$ cat src/rtl/riscv_fdq_pkg.sv
`default_nettype none
// ============================================================================
// Module      : riscv_fdq_pkg
// Description : Shared types and constants for the fetch-to-decode
//               instruction queue: the stored entry layout and the bit
//               positions of the decode-side instruction slices.
// Revision    : 1.0 - initial release
// ============================================================================
package riscv_fdq_pkg;

    localparam int XLEN_DEF  = 64;
    localparam int ILEN_DEF  = 32;

    // Field positions inside a 32-bit RISC-V instruction
    localparam int RS1_LSB   = 15;
    localparam int IMM12_LSB = 20;

    // One queued fetch packet; the illegal flag rides with its instruction
    typedef struct packed {
        logic [XLEN_DEF-1:0] pc;
        logic [ILEN_DEF-1:0] inst;
        logic [XLEN_DEF-1:0] pcplus4;
        logic                cillegal;
    } fdq_entry_t;

endpackage
`default_nettype wire

$ cat src/rtl/riscv_fdq_ptr.sv
`default_nettype none
// ============================================================================
// Module      : riscv_fdq_ptr
// Description : Pointer and occupancy bookkeeping for the F/D queue.
//               Qualifies push/pop requests, tracks write/read pointers
//               and entry count, and produces full/empty.
// Ports       : i_riscv_fdq_clk / i_riscv_fdq_rst   clock, async reset
//               i_riscv_fdq_flush                   sync clear
//               i_riscv_fdq_push_req / pop_req      fetch valid / decode ready
//               o_riscv_fdq_push / pop              qualified handshakes
//               o_riscv_fdq_wr_ptr / rd_ptr         storage indices
//               o_riscv_fdq_count / full / empty    occupancy status
// Revision    : 1.0 - initial release
// ============================================================================
module riscv_fdq_ptr #(
    parameter int DEPTH = 4
) (
    input  logic                       i_riscv_fdq_clk,
    input  logic                       i_riscv_fdq_rst,
    input  logic                       i_riscv_fdq_flush,
    input  logic                       i_riscv_fdq_push_req,
    input  logic                       i_riscv_fdq_pop_req,
    output logic                       o_riscv_fdq_push,
    output logic                       o_riscv_fdq_pop,
    output logic [$clog2(DEPTH)-1:0]   o_riscv_fdq_wr_ptr,
    output logic [$clog2(DEPTH)-1:0]   o_riscv_fdq_rd_ptr,
    output logic [$clog2(DEPTH):0]     o_riscv_fdq_count,
    output logic                       o_riscv_fdq_full,
    output logic                       o_riscv_fdq_empty
);

    localparam int c_ptr_w = $clog2(DEPTH);

    logic [c_ptr_w-1:0] r_wr_ptr;
    logic [c_ptr_w-1:0] r_rd_ptr;
    logic [c_ptr_w:0]   r_count;
    logic               w_push;
    logic               w_pop;
    logic               w_full;
    logic               w_empty;

    // Status comes only from the registered count, so ready_f never has a
    // combinational path from ready_d: a full queue refuses a push even
    // when the head is popped in the same cycle.
    assign w_full  = (r_count == (c_ptr_w+1)'(DEPTH));
    assign w_empty = (r_count == '0);
    assign w_push  = i_riscv_fdq_push_req & ~w_full  & ~i_riscv_fdq_flush;
    assign w_pop   = i_riscv_fdq_pop_req  & ~w_empty & ~i_riscv_fdq_flush;

    // DEPTH is a power of two, so pointers wrap by natural overflow
    always_ff @(posedge i_riscv_fdq_clk or posedge i_riscv_fdq_rst) begin
        if (i_riscv_fdq_rst) begin
            r_wr_ptr <= '0;
            r_rd_ptr <= '0;
            r_count  <= '0;
        end else if (i_riscv_fdq_flush) begin
            r_wr_ptr <= '0;
            r_rd_ptr <= '0;
            r_count  <= '0;
        end else begin
            if (w_push) begin
                r_wr_ptr <= r_wr_ptr + 1'b1;
            end
            if (w_pop) begin
                r_rd_ptr <= r_rd_ptr + 1'b1;
            end
            case ({w_push, w_pop})
                2'b10:   r_count <= r_count + 1'b1;
                2'b01:   r_count <= r_count - 1'b1;
                default: r_count <= r_count;
            endcase
        end
    end

    assign o_riscv_fdq_push   = w_push;
    assign o_riscv_fdq_pop    = w_pop;
    assign o_riscv_fdq_wr_ptr = r_wr_ptr;
    assign o_riscv_fdq_rd_ptr = r_rd_ptr;
    assign o_riscv_fdq_count  = r_count;
    assign o_riscv_fdq_full   = w_full;
    assign o_riscv_fdq_empty  = w_empty;

endmodule
`default_nettype wire

$ cat src/rtl/riscv_fd_iqueue.sv
`default_nettype none
// ============================================================================
// Module      : riscv_fd_iqueue
// Description : DEPTH-entry fetch-to-decode instruction queue with
//               valid/ready handshakes on both sides and a one-cycle flush.
// Ports       : i_riscv_fdq_clk / i_riscv_fdq_rst   clock, async reset
//               i_riscv_fdq_flush                   discard all entries
//               fetch side : valid_f, ready_f, pc_f, inst_f, pcplus4_f,
//                            cillegal_inst_f
//               decode side: valid_d, ready_d, pc_d, inst_d, pcplus4_d,
//                            cillegal_inst_d, rs1_d, constimm12_d
//               o_riscv_fdq_count                   occupancy
// Revision    : 1.0 - initial release
// ============================================================================
module riscv_fd_iqueue
    import riscv_fdq_pkg::*;
#(
    parameter int DEPTH = 4,
    parameter int XLEN  = XLEN_DEF,
    parameter int ILEN  = ILEN_DEF
) (
    input  logic                     i_riscv_fdq_clk,
    input  logic                     i_riscv_fdq_rst,
    input  logic                     i_riscv_fdq_flush,
    input  logic                     i_riscv_fdq_valid_f,
    output logic                     o_riscv_fdq_ready_f,
    input  logic [XLEN-1:0]          i_riscv_fdq_pc_f,
    input  logic [ILEN-1:0]          i_riscv_fdq_inst_f,
    input  logic [XLEN-1:0]          i_riscv_fdq_pcplus4_f,
    input  logic                     i_riscv_fdq_cillegal_inst_f,
    output logic                     o_riscv_fdq_valid_d,
    input  logic                     i_riscv_fdq_ready_d,
    output logic [XLEN-1:0]          o_riscv_fdq_pc_d,
    output logic [ILEN-1:0]          o_riscv_fdq_inst_d,
    output logic [XLEN-1:0]          o_riscv_fdq_pcplus4_d,
    output logic                     o_riscv_fdq_cillegal_inst_d,
    output logic [4:0]               o_riscv_fdq_rs1_d,
    output logic [11:0]              o_riscv_fdq_constimm12_d,
    output logic [$clog2(DEPTH):0]   o_riscv_fdq_count
);

    localparam int c_ptr_w = $clog2(DEPTH);

    logic               w_push;
    logic               w_pop;
    logic [c_ptr_w-1:0] w_wr_ptr;
    logic [c_ptr_w-1:0] w_rd_ptr;
    logic               w_full;
    logic               w_empty;
    fdq_entry_t         w_wr_entry;
    fdq_entry_t         w_head;
    fdq_entry_t         r_mem [DEPTH];

    riscv_fdq_ptr #(
        .DEPTH (DEPTH)
    ) u_ptr (
        .i_riscv_fdq_clk      (i_riscv_fdq_clk),
        .i_riscv_fdq_rst      (i_riscv_fdq_rst),
        .i_riscv_fdq_flush    (i_riscv_fdq_flush),
        .i_riscv_fdq_push_req (i_riscv_fdq_valid_f),
        .i_riscv_fdq_pop_req  (i_riscv_fdq_ready_d),
        .o_riscv_fdq_push     (w_push),
        .o_riscv_fdq_pop      (w_pop),
        .o_riscv_fdq_wr_ptr   (w_wr_ptr),
        .o_riscv_fdq_rd_ptr   (w_rd_ptr),
        .o_riscv_fdq_count    (o_riscv_fdq_count),
        .o_riscv_fdq_full     (w_full),
        .o_riscv_fdq_empty    (w_empty)
    );

    always_comb begin
        w_wr_entry          = '0;
        w_wr_entry.pc       = i_riscv_fdq_pc_f;
        w_wr_entry.inst     = i_riscv_fdq_inst_f;
        w_wr_entry.pcplus4  = i_riscv_fdq_pcplus4_f;
        w_wr_entry.cillegal = i_riscv_fdq_cillegal_inst_f;
    end

    // Payload storage is deliberately not reset or flushed; the empty mask
    // below hides stale contents.
    always_ff @(posedge i_riscv_fdq_clk) begin
        if (w_push) begin
            r_mem[w_wr_ptr] <= w_wr_entry;
        end
    end

    // An empty queue presents an all-zero bubble (inst = 0), as the old
    // single-entry pipeline register did after a flush.
    always_comb begin
        w_head = r_mem[w_rd_ptr];
        if (w_empty) begin
            w_head = '0;
        end
    end

    assign o_riscv_fdq_ready_f         = ~w_full;
    assign o_riscv_fdq_valid_d         = ~w_empty;
    assign o_riscv_fdq_pc_d            = w_head.pc;
    assign o_riscv_fdq_inst_d          = w_head.inst;
    assign o_riscv_fdq_pcplus4_d       = w_head.pcplus4;
    assign o_riscv_fdq_cillegal_inst_d = w_head.cillegal;
    assign o_riscv_fdq_rs1_d           = w_head.inst[RS1_LSB +: 5];
    assign o_riscv_fdq_constimm12_d    = w_head.inst[IMM12_LSB +: 12];

endmodule
`default_nettype wire

$ cat config.mk
export PLATFORM = sky130hd
export DESIGN_NAME = riscv_fd_iqueue
export DESIGN_NICKNAME = d
export VERILOG_FILES = /design/src/rtl/riscv_fdq_pkg.sv /design/src/rtl/riscv_fdq_ptr.sv /design/src/rtl/riscv_fd_iqueue.sv
export SDC_FILE = /design/constraint.sdc
export NUM_CORES = 1
export LEC_CHECK = 0
export CORE_MARGIN = 5
export CORE_UTILIZATION = 55
export DETAILED_ROUTE_END_ITERATION = 8
export PLACE_DENSITY = 0.81
export RECOVER_POWER = 50
export SLEW_MARGIN = 15
export SYNTH_ARGS = -nofsm -noshare
export SYNTH_HDL_FRONTEND = slang
export SYNTH_SLANG_ARGS = --single-unit
$ cat constraint.sdc
create_clock -name i_riscv_fdq_clk -period 5.6 [get_ports i_riscv_fdq_clk]
set_input_delay 1.12 -clock i_riscv_fdq_clk [delete_from_list [all_inputs] [get_ports i_riscv_fdq_clk]]
set_output_delay 1.12 -clock i_riscv_fdq_clk [all_outputs]
set_load 0.05 [all_outputs]
# Word-level counts from Yosys, hierarchy flattened
# Memories as Yosys holds them, arrays and structs flattened.
# Cells that the tools add are included.
# op_classes
addsub	4
eq_ne	3
n_mux	9
bitwise_logic	7
reduce_logical	4
# op_table
op	n
161-bit 2-to-1 mux	1
2-bit 2-to-1 mux	4
3-bit case mux with 2 select lines	1
2-bit by 1-bit adder with 2-bit output, second input constant	2
1-bit AND	4
2-bit nonzero test	2
3-bit by 1-bit adder with 3-bit output, second input constant	1
3-bit == test, second input constant	1
3-bit logical NOT	1
3-bit 2-to-1 mux	1
1-bit NOT	3
3-bit nonzero test	1
3-bit by 1-bit subtractor with 3-bit output, second input constant	1
2-bit by 1-bit == test with 1-bit output, second input constant	1
2-bit == test, second input constant	1
1-bit 2-to-1 mux	2
# totals
reg_bits	7
mem_bits_rw	644
inputBits	166
out_inout_bits	183
elab_cells	31
n_memories	1
# memory_table
name	words	word_bits	rd	rd_clocked_by_memory_dff	write_ports	line_no	source
r_mem	4	161	1	0	1	riscv_fd_iqueue.sv:52	fdq_entry_t r_mem [DEPTH];

# Longest topological paths before layout
# Gate-level depths: netlist of run 1.
# logic_depth
ltp_word	7
depth_mapped	8
mapped_depth_nobuf	7

# Hierarchy
# A second synthesis of run 1 with hierarchy kept.
# unflattened
cells_unflattened	1285
area_unflattened_um2	24881.4
# modules_own_cells
module	instances	cells_each	area_per_inst_um2	seq_area_each_um2
riscv_fd_iqueue	1	1225	24342.1	19338.5
riscv_fdq_ptr	1	60	539.3	175.2

# Worst setup path after synthesis of run 1
# Ideal clock, no wire load.
# synth_timing
path_kind	input to register
startpoint	in i_riscv_fdq_valid_f
endpoint	mem r_mem[1][0] (netlist name), enable pin
setup_time_ns	0.540
arrival_ns	5.476
t_required_ns	5.060
slack_ns	-0.416
stages	4
path_buffers	1
cell_sequence	clkbuf_1 > inv_1 > nor3_1 > and2_1
# synth_between
elab_chain_len	4
# synth_rtl
element	line_no	source
from (decl)	riscv_fd_iqueue.sv:25	input logic i_riscv_fdq_valid_f,
1-bit AND (2 in series)	riscv_fdq_ptr.sv:47	assign w_push = i_riscv_fdq_push_req & ~w_full & ~i_riscv_fdq_flush;
1-bit 2-to-1 mux	riscv_fd_iqueue.sv:82	if (w_push) begin
1-bit 2-to-1 mux (not written as such)	riscv_fd_iqueue.sv:83	r_mem[w_wr_ptr] <= w_wr_entry;
to (decl)	riscv_fd_iqueue.sv:52	
# No other way between the ends.

# Worst setup path after layout of run 1
# layout_timing
startpoint	reg u_ptr.r_count[0], in the netlist u_ptr.o_riscv_fdq_count[0]
endpoint	out o_riscv_fdq_pcplus4_d[63]
# layout_between
elab_chain_len	2
# layout_rtl
element	line_no	source
from (decl)	riscv_fdq_ptr.sv:36	logic [c_ptr_w:0] r_count;
from (signal assigned)	riscv_fdq_ptr.sv:68	2'b10: r_count <= r_count + 1'b1;
from (signal assigned)	riscv_fdq_ptr.sv:69	2'b01: r_count <= r_count - 1'b1;
from (signal assigned)	riscv_fdq_ptr.sv:70	default: r_count <= r_count;
3-bit logical NOT	riscv_fdq_ptr.sv:46	assign w_empty = (r_count == '0);
161-bit 2-to-1 mux	riscv_fd_iqueue.sv:91	if (w_empty) begin
to (decl)	riscv_fd_iqueue.sv:35	output logic [XLEN-1:0] o_riscv_fdq_pcplus4_d,
# No other way between the ends.

==> flow_metrics.py, run 1 <==
metrics = {
    "floorplanning": {
        "die_height_um": 223,
        "start_util": 0.553,
        "core_area_um2": 45200,
        "design.die.area_um2": 49800,
        "site_row_count": 78,
        "die_w_um": 223,
        "total_i_o_pin_count": 349,
    },
    "detailed_routing": {
        "drt_drc_violations_left": 0,
        "routedWlPerCell_um": 24.3,
        "route.antenna.remaining_nets": 0,
        "detailedRoute.firstIterationViolations": 1282,
        "route.detailed.vias_per_inst": 5.70,
        "num_vias": 12082,
        "detailedRoute.firstPassIterationCount": 5,
        "postRouteWirelength_um": 51400,
    },
    "global_routing": {
        "grt_start_max_net_pins": 97,
        "first_global_vias": 12727,
        "globalRouteTotalUtil": 0.206,
        "wire_length_of_the_first_global_routing_pass_um": 77900,
        "grt-ovfl-total": 0,
        "grt_antenna_before_repair": 19,
    },
    "placement": {
        "buffer_ports.inserted": 348,
        "place_congestion": 0.739,
        "sum_of_net_half_perimeters_after_detailed_placement_um": 29900,
        "post-place-cells": 1992,
    },
    "min_path": {
        "hold_path_class": "reg -> reg",
    },
    "timing": {
        "hold_viol": 0,
        "maxSlewViolCount": 104,
        "setup_violations": 0,
        "normalized_max_slew_margin": -0.417,
        "tightest_slew_ps": 2120,
        "setup-tns-final_ps": 0,
        "setup_repair_after_global_routing_missed_its_margin": "false",
        "clock-skew-final_ps": 13.3,
        "fmax_mhz": 216,
        "timing.final.crit_share": 0.827,
        "post-route-min-period_ps": 4630,
    },
    "power": {
        "switching_power_w": 0.00303,
        "p_leak_nw": 9.81,
        "clockPowerShare": 0.347,
        "power-per-cell-area_nw_per_um2": 377,
        "pwr-share-seq": 0.475,
        "ir_drop_mv": 0.265,
        "p_int_w": 0.00868,
        "pwr-share-comb": 0.178,
        "power.switching_fraction": 0.259,
    },
    "clocking": {
        "clk_pin_slew_ps": 60,
        "cts-htree-levels": 3,
        "cts_tree": "done",
        "cts-resized-gates": 0,
        "clock_buffer_count_from_cts": 66,
        "cts_hold_buffers": 0,
        "post_cts.repair.setup_buffers": 0,
        "clock_latency_ps": 570,
        "tritoncts_num_sinks": 651,
        "clockBufferDepth": 3,
        "cts_root_buffer": "sky130_fd_sc_hd__clkbuf_16",
    },
    "job": {
        "max_cap_viol_count": 2,
    },
    "worst_setup_path": {
        "worstPathCellList": "or3_4, buf_12, and2_1, clkdlybuf4s50_1",
        "timing_worst_setup_path_type": "reg -> out",
        "worstPathArrival_ps": 3510,
        "crit_path_max_fo": 86,
        "critical_path_required_ps": 4480,
        "setup.worst_path.start_class": "flop",
        "critPathCaptureType": "primary output",
        "cpMaxStageDelayCell": "sky130_fd_sc_hd__clkdlybuf4s50_1",
        "critical_path_s_largest_stage_delay_ps": 840,
    },
    "final_layout": {
        "drive_gt1_frac": 0.179,
        "nets": 1631,
        "filler_cell_count": 2726,
        "areaGrowthSynthToFinish_pct": 24.5,
        "final_cells": 2119,
        "most-common-layout-cells": "sky130_fd_sc_hd__edfxtp_1 (644), sky130_fd_sc_hd__clkdlybuf4s50_1 (185), sky130_fd_sc_hd__and2_1 (163), sky130_fd_sc_hd__dlygate4sd3_1 (163), sky130_fd_sc_hd__mux4_2 (161)",
        "final_common_cell": "sky130_fd_sc_hd__edfxtp_1",
    },
    "synthesis": {
        "synth_fp_nets": 1274,
        "synth-warning-count": 0,
        "synth_area_per_cell_um2": 22.6,
        "syn_area_um2": 25000,
        "synthDistinctLibCells": 33,
        "synth-seq-area-share": 0.781,
        "ys_seq_elements": 651,
        "syn_inst": 1103,
    },
    "outcome": {
        "outcome": "finished with violations",
        "violated_checks": "capacitance limit, slew limit",
    },
}
-- path summary, 6_finish.rpt --
kind,startpoint,end,slack (ps),depth (start not counted)
max,u_ptr.o_riscv_fdq_count[0],o_riscv_fdq_pcplus4_d[63],970,4
min in group asynchronous,i_riscv_fdq_rst,u_ptr.o_riscv_fdq_count[1],940,2
max in group asynchronous,i_riscv_fdq_rst,u_ptr.o_riscv_fdq_rd_ptr[0],4400,2
min reg2reg,u_ptr.o_riscv_fdq_wr_ptr[1],u_ptr.o_riscv_fdq_wr_ptr[1],610,2
min,u_ptr.o_riscv_fdq_wr_ptr[1],u_ptr.o_riscv_fdq_wr_ptr[1],610,2
max reg2reg,u_ptr.o_riscv_fdq_count[0],r_mem[1][83],1980,4
-- area by class of cell --
| class | instances | area, µm² | share of cell area |
|---|---|---|---|
| clock inverter | 19 | 90.1 | 0.00290 |
| timing repair buffer | 366 | 3780 | 0.122 |
| multi-input combinational | 367 | 4970 | 0.160 |
| inverter | 8 | 30.0 | 0.000966 |
| sequential | 651 | 19500 | 0.628 |
| tap | 600 | 751 | 0.0241 |
| clock buffer | 95 | 1920 | 0.0617 |
| antenna | 13 | 32.5 | 0.00105 |
-- flip-flops by register name (all words and copies together) (netlist names) --
register	flops
u_ptr.o_riscv_fdq_wr_ptr	2
u_ptr.o_riscv_fdq_count	3
r_mem	644
u_ptr.o_riscv_fdq_rd_ptr	2
-- synth_stat cells (all sizes together) --
master | n | area share
a211oi | 1 | 0.00030
a21oi | 4 | 0.00080
a221oi | 1 | 0.00035
a311oi | 1 | 0.00035
and2 | 166 | 0.042
buf | 54 | 0.015
clkbuf | 23 | 0.0036
dfrtp | 7 | 0.0070
edfxtp | 644 | 0.77
fa | 1 | 0.00080
ha | 4 | 0.0020
inv | 8 | 0.0012
mux2 | 1 | 0.00045
mux4 | 161 | 0.15
nand2 | 1 | 0.00015
nand2b | 2 | 0.00050
nand3 | 4 | 0.00080
nor2 | 3 | 0.00045
nor3 | 2 | 0.00040
nor3b | 2 | 0.00060
o2111ai | 2 | 0.00070
o21ai | 2 | 0.00040
o22ai | 2 | 0.00050
o311ai | 1 | 0.00035
o31ai | 1 | 0.00030
or2 | 1 | 0.00025
or3 | 1 | 0.00025
xnor2 | 1 | 0.00035
xor2 | 2 | 0.00070
-- kinds of logic after synthesis --
kind of cell / share of synthesized area
flip-flops: 0.781
AND/OR/NAND/NOR: 0.0450
multiplexers: 0.146
buffers and inverters: 0.0200
AO/OA/AOI/OAI: 0.00406
adder cells (fa/ha/maj): 0.00281
XOR/XNOR: 0.00105
-- per-layer routing --
| layer | up-vias | GRT usage | wire length (µm) |
|---|---|---|---|
| li1 | 5220 | - | - |
| met1 | 6312 | 0.284 | 20300 |
| met2 | 446 | 0.331 | 25900 |
| met3 | 90 | 0.0582 | 4120 |
| met4 | 14 | 0.0581 | 958 |
| met5 | - | 0 | 87 |
-- metrics by stage --
| stage | setup slack [ps] | power, W | hold WS, ps | area (µm²) | util |
|---|---|---|---|---|---|
| global route | 773 | 0.0121 | 615 | 31100 | 0.688 |
| detailed placement | 1560 | 0.00779 | 595 | 29100 | 0.643 |
| floorplan | 1380 | 0.00706 | 557 | 25000 | - |
| CTS | 904 | 0.0119 | 604 | 31100 | 0.688 |
| global placement | 1590 | 0.00776 | 585 | 29100 | 0.643 |
| finish | 967 | 0.0117 | 605 | 31100 | 0.688 |
-- critical path: cells and delay by family, from the launching register on --
| family | cells | cell delay (ps) |
|---|---|---|
| buffers and inverters | 2 | 1190 |
| and+or+nand+nor | 2 | 1050 |
| DFF | 1 | 580 |
-- power by group through the flow --
stage	sequential, W	combinational [W]	clock [W]
after global routing	0.00557	0.00218	0.00438
after detailed placement	0.00567	0.00212	0
after floorplan	0.00564	0.00142	0
after global placement	0.00565	0.00210	0
after CTS	0.00557	0.00214	0.00415
final	0.00556	0.00208	0.00407
(Power assumes the default switching activity.)
==> run 2, diff against run 1 <==
clock period = 4.4 ns   (was 5.6 ns; I/O delays follow)
==> flow_metrics.py, run 2 (synthesis results as in run 1) <==
metrics = {
    "final_layout": {
        "most-common-layout-cells": "sky130_fd_sc_hd__edfxtp_1 (644), sky130_fd_sc_hd__clkdlybuf4s50_1 (184), sky130_fd_sc_hd__dlygate4sd3_1 (164)",
        "largest_register": "r_mem",
        "largest_reg_flops": 644,
        "areaGrowthSynthToFinish_pct": 25.7,
        "nets": 1640,
        "drive_gt1_frac": 0.191,
        "filler_cell_count": 2727,
        "ff_latch_area_um2": 19500,
        "final_cells": 2130,
        "final_common_cell": "sky130_fd_sc_hd__edfxtp_1",
        "multiInputGateArea_um2": 4960,
    },
    "clocking": {
        "tritoncts_num_sinks": 651,
        "clock_latency_ps": 610,
        "cts-resized-gates": 0,
        "cts_root_buffer": "sky130_fd_sc_hd__clkbuf_16",
        "cts_hold_buffers": 0,
        "clock_buffer_count_from_cts": 61,
        "cts-htree-levels": 2,
        "post_cts.repair.setup_buffers": 0,
        "clockBufferDepth": 3,
        "cts_tree": "done",
        "clk_pin_slew_ps": 60,
    },
    "floorplanning": {
        "core_area_um2": 45200,
        "start_util": 0.553,
        "design.die.area_um2": 49800,
        "die_w_um": 223,
        "total_i_o_pin_count": 349,
        "site_row_count": 78,
        "die_height_um": 223,
    },
    "detailed_routing": {
        "drt_drc_violations_left": 0,
        "route.detailed.vias_per_inst": 5.72,
        "route.antenna.remaining_nets": 0,
        "num_vias": 12183,
        "postRouteWirelength_um": 52900,
        "routedWlPerCell_um": 24.8,
        "detailedRoute.firstIterationViolations": 992,
        "detailedRoute.firstPassIterationCount": 4,
    },
    "power": {
        "p_leak_nw": 9.96,
        "power-per-cell-area_nw_per_um2": 489,
        "ir_drop_mv": 0.436,
    },
    "job": {
        "max_cap_viol_count": 4,
    },
    "timing": {
        "setup_violations": 0,
        "post-route-min-period_ps": 4220,
        "normalized_max_slew_margin": -0.196,
        "tightest_slew_ps": 1790,
        "clock-skew-final_ps": 18.0,
        "timing.final.crit_share": 0.960,
        "setup_repair_after_global_routing_missed_its_margin": "false",
        "hold_viol": 0,
        "fmax_mhz": 237,
        "setup-tns-final_ps": 0,
        "maxSlewViolCount": 84,
    },
    "worst_setup_path": {
        "crit_path_max_fo": 28,
        "critPathCaptureType": "primary output",
        "timing_worst_setup_path_type": "reg -> out",
        "worstPathArrival_ps": 3340,
        "critical_path_required_ps": 3520,
        "setup.worst_path.start_class": "flop",
    },
    "placement": {
        "place_congestion": 0.796,
        "buffer_ports.inserted": 348,
        "post-place-cells": 2006,
        "sum_of_net_half_perimeters_after_detailed_placement_um": 31800,
    },
    "global_routing": {
        "grt_antenna_before_repair": 19,
        "grt_start_max_net_pins": 86,
        "first_global_vias": 12880,
        "grt-ovfl-total": 0,
        "globalRouteTotalUtil": 0.211,
        "wire_length_of_the_first_global_routing_pass_um": 80200,
    },
    "outcome": {
        "outcome": "finished with violations",
        "violated_checks": "capacitance limit, slew limit",
    },
    "min_path": {
        "hold_path_class": "reg -> reg",
    },
}
[run 2: layout make-up]
class,instances,area share
Sequential cell,651,0.622
Multi-Input combinational cell,367,0.158
Timing Repair Buffer,380,0.126
Clock buffer,79,0.0531
Tap cell,600,0.0239
Clock inverter,36,0.0154
Inverter,8,0.000957
Antenna cell,9,0.000718
[run 2: critical path, cell delays in order, from the launching register on]
cell and delay, ps:
sky130_fd_sc_hd__dfrtp_4 850, sky130_fd_sc_hd__buf_4 400, sky130_fd_sc_hd__mux4_2 550, sky130_fd_sc_hd__and2_1 180, sky130_fd_sc_hd__clkdlybuf4s50_1 730
[run 2: stage by stage]
step / instance area (µm²) / util / power, W / hold WS [ps] / setup slack, ps
2_1_floorplan: 25000 / - / 0.00899 / 557 / 418
3_5_place_dp: 29200 / 0.647 / 0.00995 / 603 / 763
4_1_cts: 31400 / 0.695 / 0.0155 / 483 / 69.6
3_3_place_gp: 29200 / 0.647 / 0.00991 / 575 / 791
5_1_grt: 31400 / 0.694 / 0.0158 / 664 / 1.39
6_report: 31400 / 0.695 / 0.0153 / 609 / 176
[run 2: worst paths after layout]
check | from | end | slack (ps) | cells past startpoint
worst min-delay path | u_ptr.o_riscv_fdq_wr_ptr[1] | u_ptr.o_riscv_fdq_wr_ptr[1] | 610 | 2
worst max register to register | u_ptr.o_riscv_fdq_count[0] | r_mem[0][98] | 820 | 4
worst min register to register | u_ptr.o_riscv_fdq_wr_ptr[1] | u_ptr.o_riscv_fdq_wr_ptr[1] | 610 | 2
max in group asynchronous | i_riscv_fdq_rst | u_ptr.o_riscv_fdq_rd_ptr[1] | 3510 | 2
min in group asynchronous | i_riscv_fdq_rst | u_ptr.o_riscv_fdq_wr_ptr[1] | 650 | 2
worst max-delay path | u_ptr.o_riscv_fdq_rd_ptr[0] | o_riscv_fdq_inst_d[4] | 180 | 4
[run 2: per-layer routing]
metal | track usage | routed length (µm) | vias up
met5 | 0 | 124 | -
met4 | 0.0569 | 1110 | 20
met3 | 0.0570 | 4150 | 91
met2 | 0.339 | 26500 | 463
met1 | 0.293 | 21000 | 6377
li1 | - | - | 5232
[run 2: where the power goes]
part,leakage (nW),internal [W],switching (W)
clock network,1.05,0.00337,0.00219
logic,2.97,0.00104,0.00166
registers,5.94,0.00700,0.0000745
==> run 3, diff against run 2 <==
CORE_MARGIN = 4   (was 5)
==> flow_metrics.py, run 3 (synthesis results as in run 1) <==
metrics = {
    "outcome": {
        "outcome": "finished with violations",
        "violated_checks": "capacitance limit, slew limit",
    },
    "worst_setup_path": {
        "critPathCaptureType": "primary output",
        "crit_path_max_fo": 47,
        "worstPathCellList": "buf_12, mux4_2, and2_1, clkdlybuf4s50_1",
        "cpMaxStageDelayCell": "sky130_fd_sc_hd__clkdlybuf4s50_1",
        "critical_path_required_ps": 3520,
        "cp_num_cells": 4,
        "path_buf_inv": 2,
        "worstPathArrival_ps": 3190,
        "rr_endpoint": "r_mem[2][20]",
        "critical_path_s_largest_stage_delay_ps": 710,
        "timing_worst_setup_path_type": "reg -> out",
        "reg2reg_setup_slack_ps": 1080,
        "reg2regPathDepth": 4,
        "setup.worst_path.start_class": "flop",
        "cp_top_family": "buffers and inverters",
        "crit_reg_reg_startpoint": "u_ptr.o_riscv_fdq_count[0]",
    },
    "clocking": {
        "cts-htree-levels": 2,
        "cts-resized-gates": 0,
        "cts_hold_buffers": 0,
        "post_cts.repair.setup_buffers": 0,
        "cts_root_buffer": "sky130_fd_sc_hd__clkbuf_16",
        "clk_pin_slew_ps": 60,
        "clock_latency_ps": 600,
        "cts_tree": "done",
        "clockBufferDepth": 3,
        "tritoncts_num_sinks": 651,
        "clock_buffer_count_from_cts": 61,
    },
    "detailed_routing": {
        "num_vias": 12037,
        "routed.top_layer": "met5",
        "route.detailed.vias_per_inst": 5.68,
        "route.antenna.remaining_nets": 0,
        "met3WireLength_um": 3950,
        "routedWlPerCell_um": 24.2,
        "detailedRoute.firstPassIterationCount": 5,
        "postRouteWirelength_um": 51300,
        "drt_drc_violations_left": 0,
        "wl_met2_um": 25900,
        "route.layer.met1.wl_um": 20200,
        "detailedRoute.firstIterationViolations": 1051,
    },
    "final_layout": {
        "most-common-layout-cells": "sky130_fd_sc_hd__edfxtp_1 (644), sky130_fd_sc_hd__clkdlybuf4s50_1 (184), sky130_fd_sc_hd__dlygate4sd3_1 (164)",
        "filler_cell_count": 2675,
        "drive_gt1_frac": 0.183,
        "multiInputGateArea_um2": 4960,
        "final_cells": 2121,
        "postLayoutCellArea_um2": 31100,
        "ff_latch_area_um2": 19500,
        "nets": 1631,
        "largest_reg_flops": 644,
        "areaGrowthSynthToFinish_pct": 24.5,
        "final_common_cell": "sky130_fd_sc_hd__edfxtp_1",
        "largest_register": "r_mem",
    },
    "timing": {
        "maxSlewViolCount": 216,
        "hold_viol": 0,
        "tightest_slew_ps": 1810,
        "setup_violations": 0,
        "timing.final.crit_share": 0.926,
        "setup-tns-final_ps": 0,
        "normalized_max_slew_margin": -0.207,
        "fmax_mhz": 246,
        "clock-skew-final_ps": 15.4,
        "post-route-min-period_ps": 4070,
        "fin_ws_ps": 327,
        "setup_repair_after_global_routing_missed_its_margin": "false",
    },
    "floorplanning": {
        "die_height_um": 221,
        "core_area_um2": 44500,
        "die_w_um": 221,
        "design.die.area_um2": 48900,
        "site_row_count": 77,
        "start_util": 0.561,
        "total_i_o_pin_count": 349,
    },
    "placement": {
        "dp_slack_ps": 788,
        "sum_of_net_half_perimeters_after_detailed_placement_um": 31000,
        "buffer_ports.inserted": 348,
        "post-place-cells": 1989,
        "place_area_um2": 29100,
        "place_congestion": 0.761,
    },
    "global_routing": {
        "grt_antenna_before_repair": 21,
        "wire_length_of_the_first_global_routing_pass_um": 78600,
        "globalRouteTotalUtil": 0.209,
        "grt_start_max_net_pins": 108,
        "first_global_vias": 12663,
        "grt-ovfl-total": 0,
    },
    "min_path": {
        "min_delay_path_depth": 2,
        "hold_path_class": "reg -> reg",
        "holdCritStartpoint": "u_ptr.o_riscv_fdq_wr_ptr[1]",
        "min_delay_worst_endpoint": "u_ptr.o_riscv_fdq_wr_ptr[1]",
    },
    "power": {
        "power-per-cell-area_nw_per_um2": 479,
        "p_leak_nw": 9.82,
        "ir_drop_mv": 0.376,
    },
    "job": {
        "max_cap_viol_count": 5,
    },
}
-- run 3: changes by cell type in the layout (fill, tap and decap cells not counted), moves of 2 or more --
cell,change
sky130_fd_sc_hd__clkbuf_8,-3
sky130_fd_sc_hd__clkbuf_1,+7
sky130_fd_sc_hd__bufinv_16,-5
sky130_fd_sc_hd__clkinv_4,+2
sky130_fd_sc_hd__buf_4,-6
sky130_fd_sc_hd__diode_2,+9
sky130_fd_sc_hd__clkbuf_2,+3
sky130_fd_sc_hd__buf_12,-5
-- run 3: per-stage QoR --
| step | util | total power [W] | hold WS (ps) |
|---|---|---|---|
| final | 0.699 | 0.0149 | 611 |
| after global routing | 0.698 | 0.0154 | 647 |
| after CTS | 0.699 | 0.0151 | 479 |
| after detailed placement | 0.654 | 0.00991 | 593 |
| after global placement | 0.654 | 0.00988 | 580 |
| after floorplan | - | 0.00899 | 557 |
-- run 3: cell type report --
cell class / count / share of cell area
flip-flops and latches: 651 / 0.628
multi-input cells: 367 / 0.160
repair buffers: 371 / 0.123
inverters: 8 / 0.000966
clock inverters: 31 / 0.0109
well taps: 592 / 0.0238
clock buffers: 83 / 0.0531
diodes: 18 / 0.00145
-- run 3: how the worst max path moves through the flow --
stage                           startpoint                   endpoint  slack, ps
6_report       u_ptr.o_riscv_fdq_rd_ptr[0]  o_riscv_fdq_pcplus4_d[50]        330
5_1_grt        u_ptr.o_riscv_fdq_rd_ptr[0]  o_riscv_fdq_pcplus4_d[60]        140
4_1_cts        u_ptr.o_riscv_fdq_rd_ptr[0]  o_riscv_fdq_pcplus4_d[35]        230
3_5_place_dp           i_riscv_fdq_valid_f               r_mem[2][18]        790
3_3_place_gp           i_riscv_fdq_valid_f               r_mem[2][67]        840
2_1_floorplan          i_riscv_fdq_valid_f                r_mem[0][0]        420
-- run 3: metal layers --
metal	track usage	vias to the layer above
met4	0.0660	16
met5	0	-
met1	0.290	6243
met2	0.339	471
li1	-	5222
met3	0.0494	85
-- run 3: report_power, final --
part | leakage [nW] | switching (W) | internal, W
Combinational | 2.91 | 0.00164 | 0.00102
Sequential | 5.94 | 0.0000614 | 0.00700
Clock | 0.970 | 0.00213 | 0.00303
Total | 9.82 | 0.00384 | 0.0111
-- run 3: tightest hold or removal path: cells and delay by family, from the launching register on --
family	cells	cell delay [ps]
DFF	1	420
AOI/OAI and AO/OA	2	150
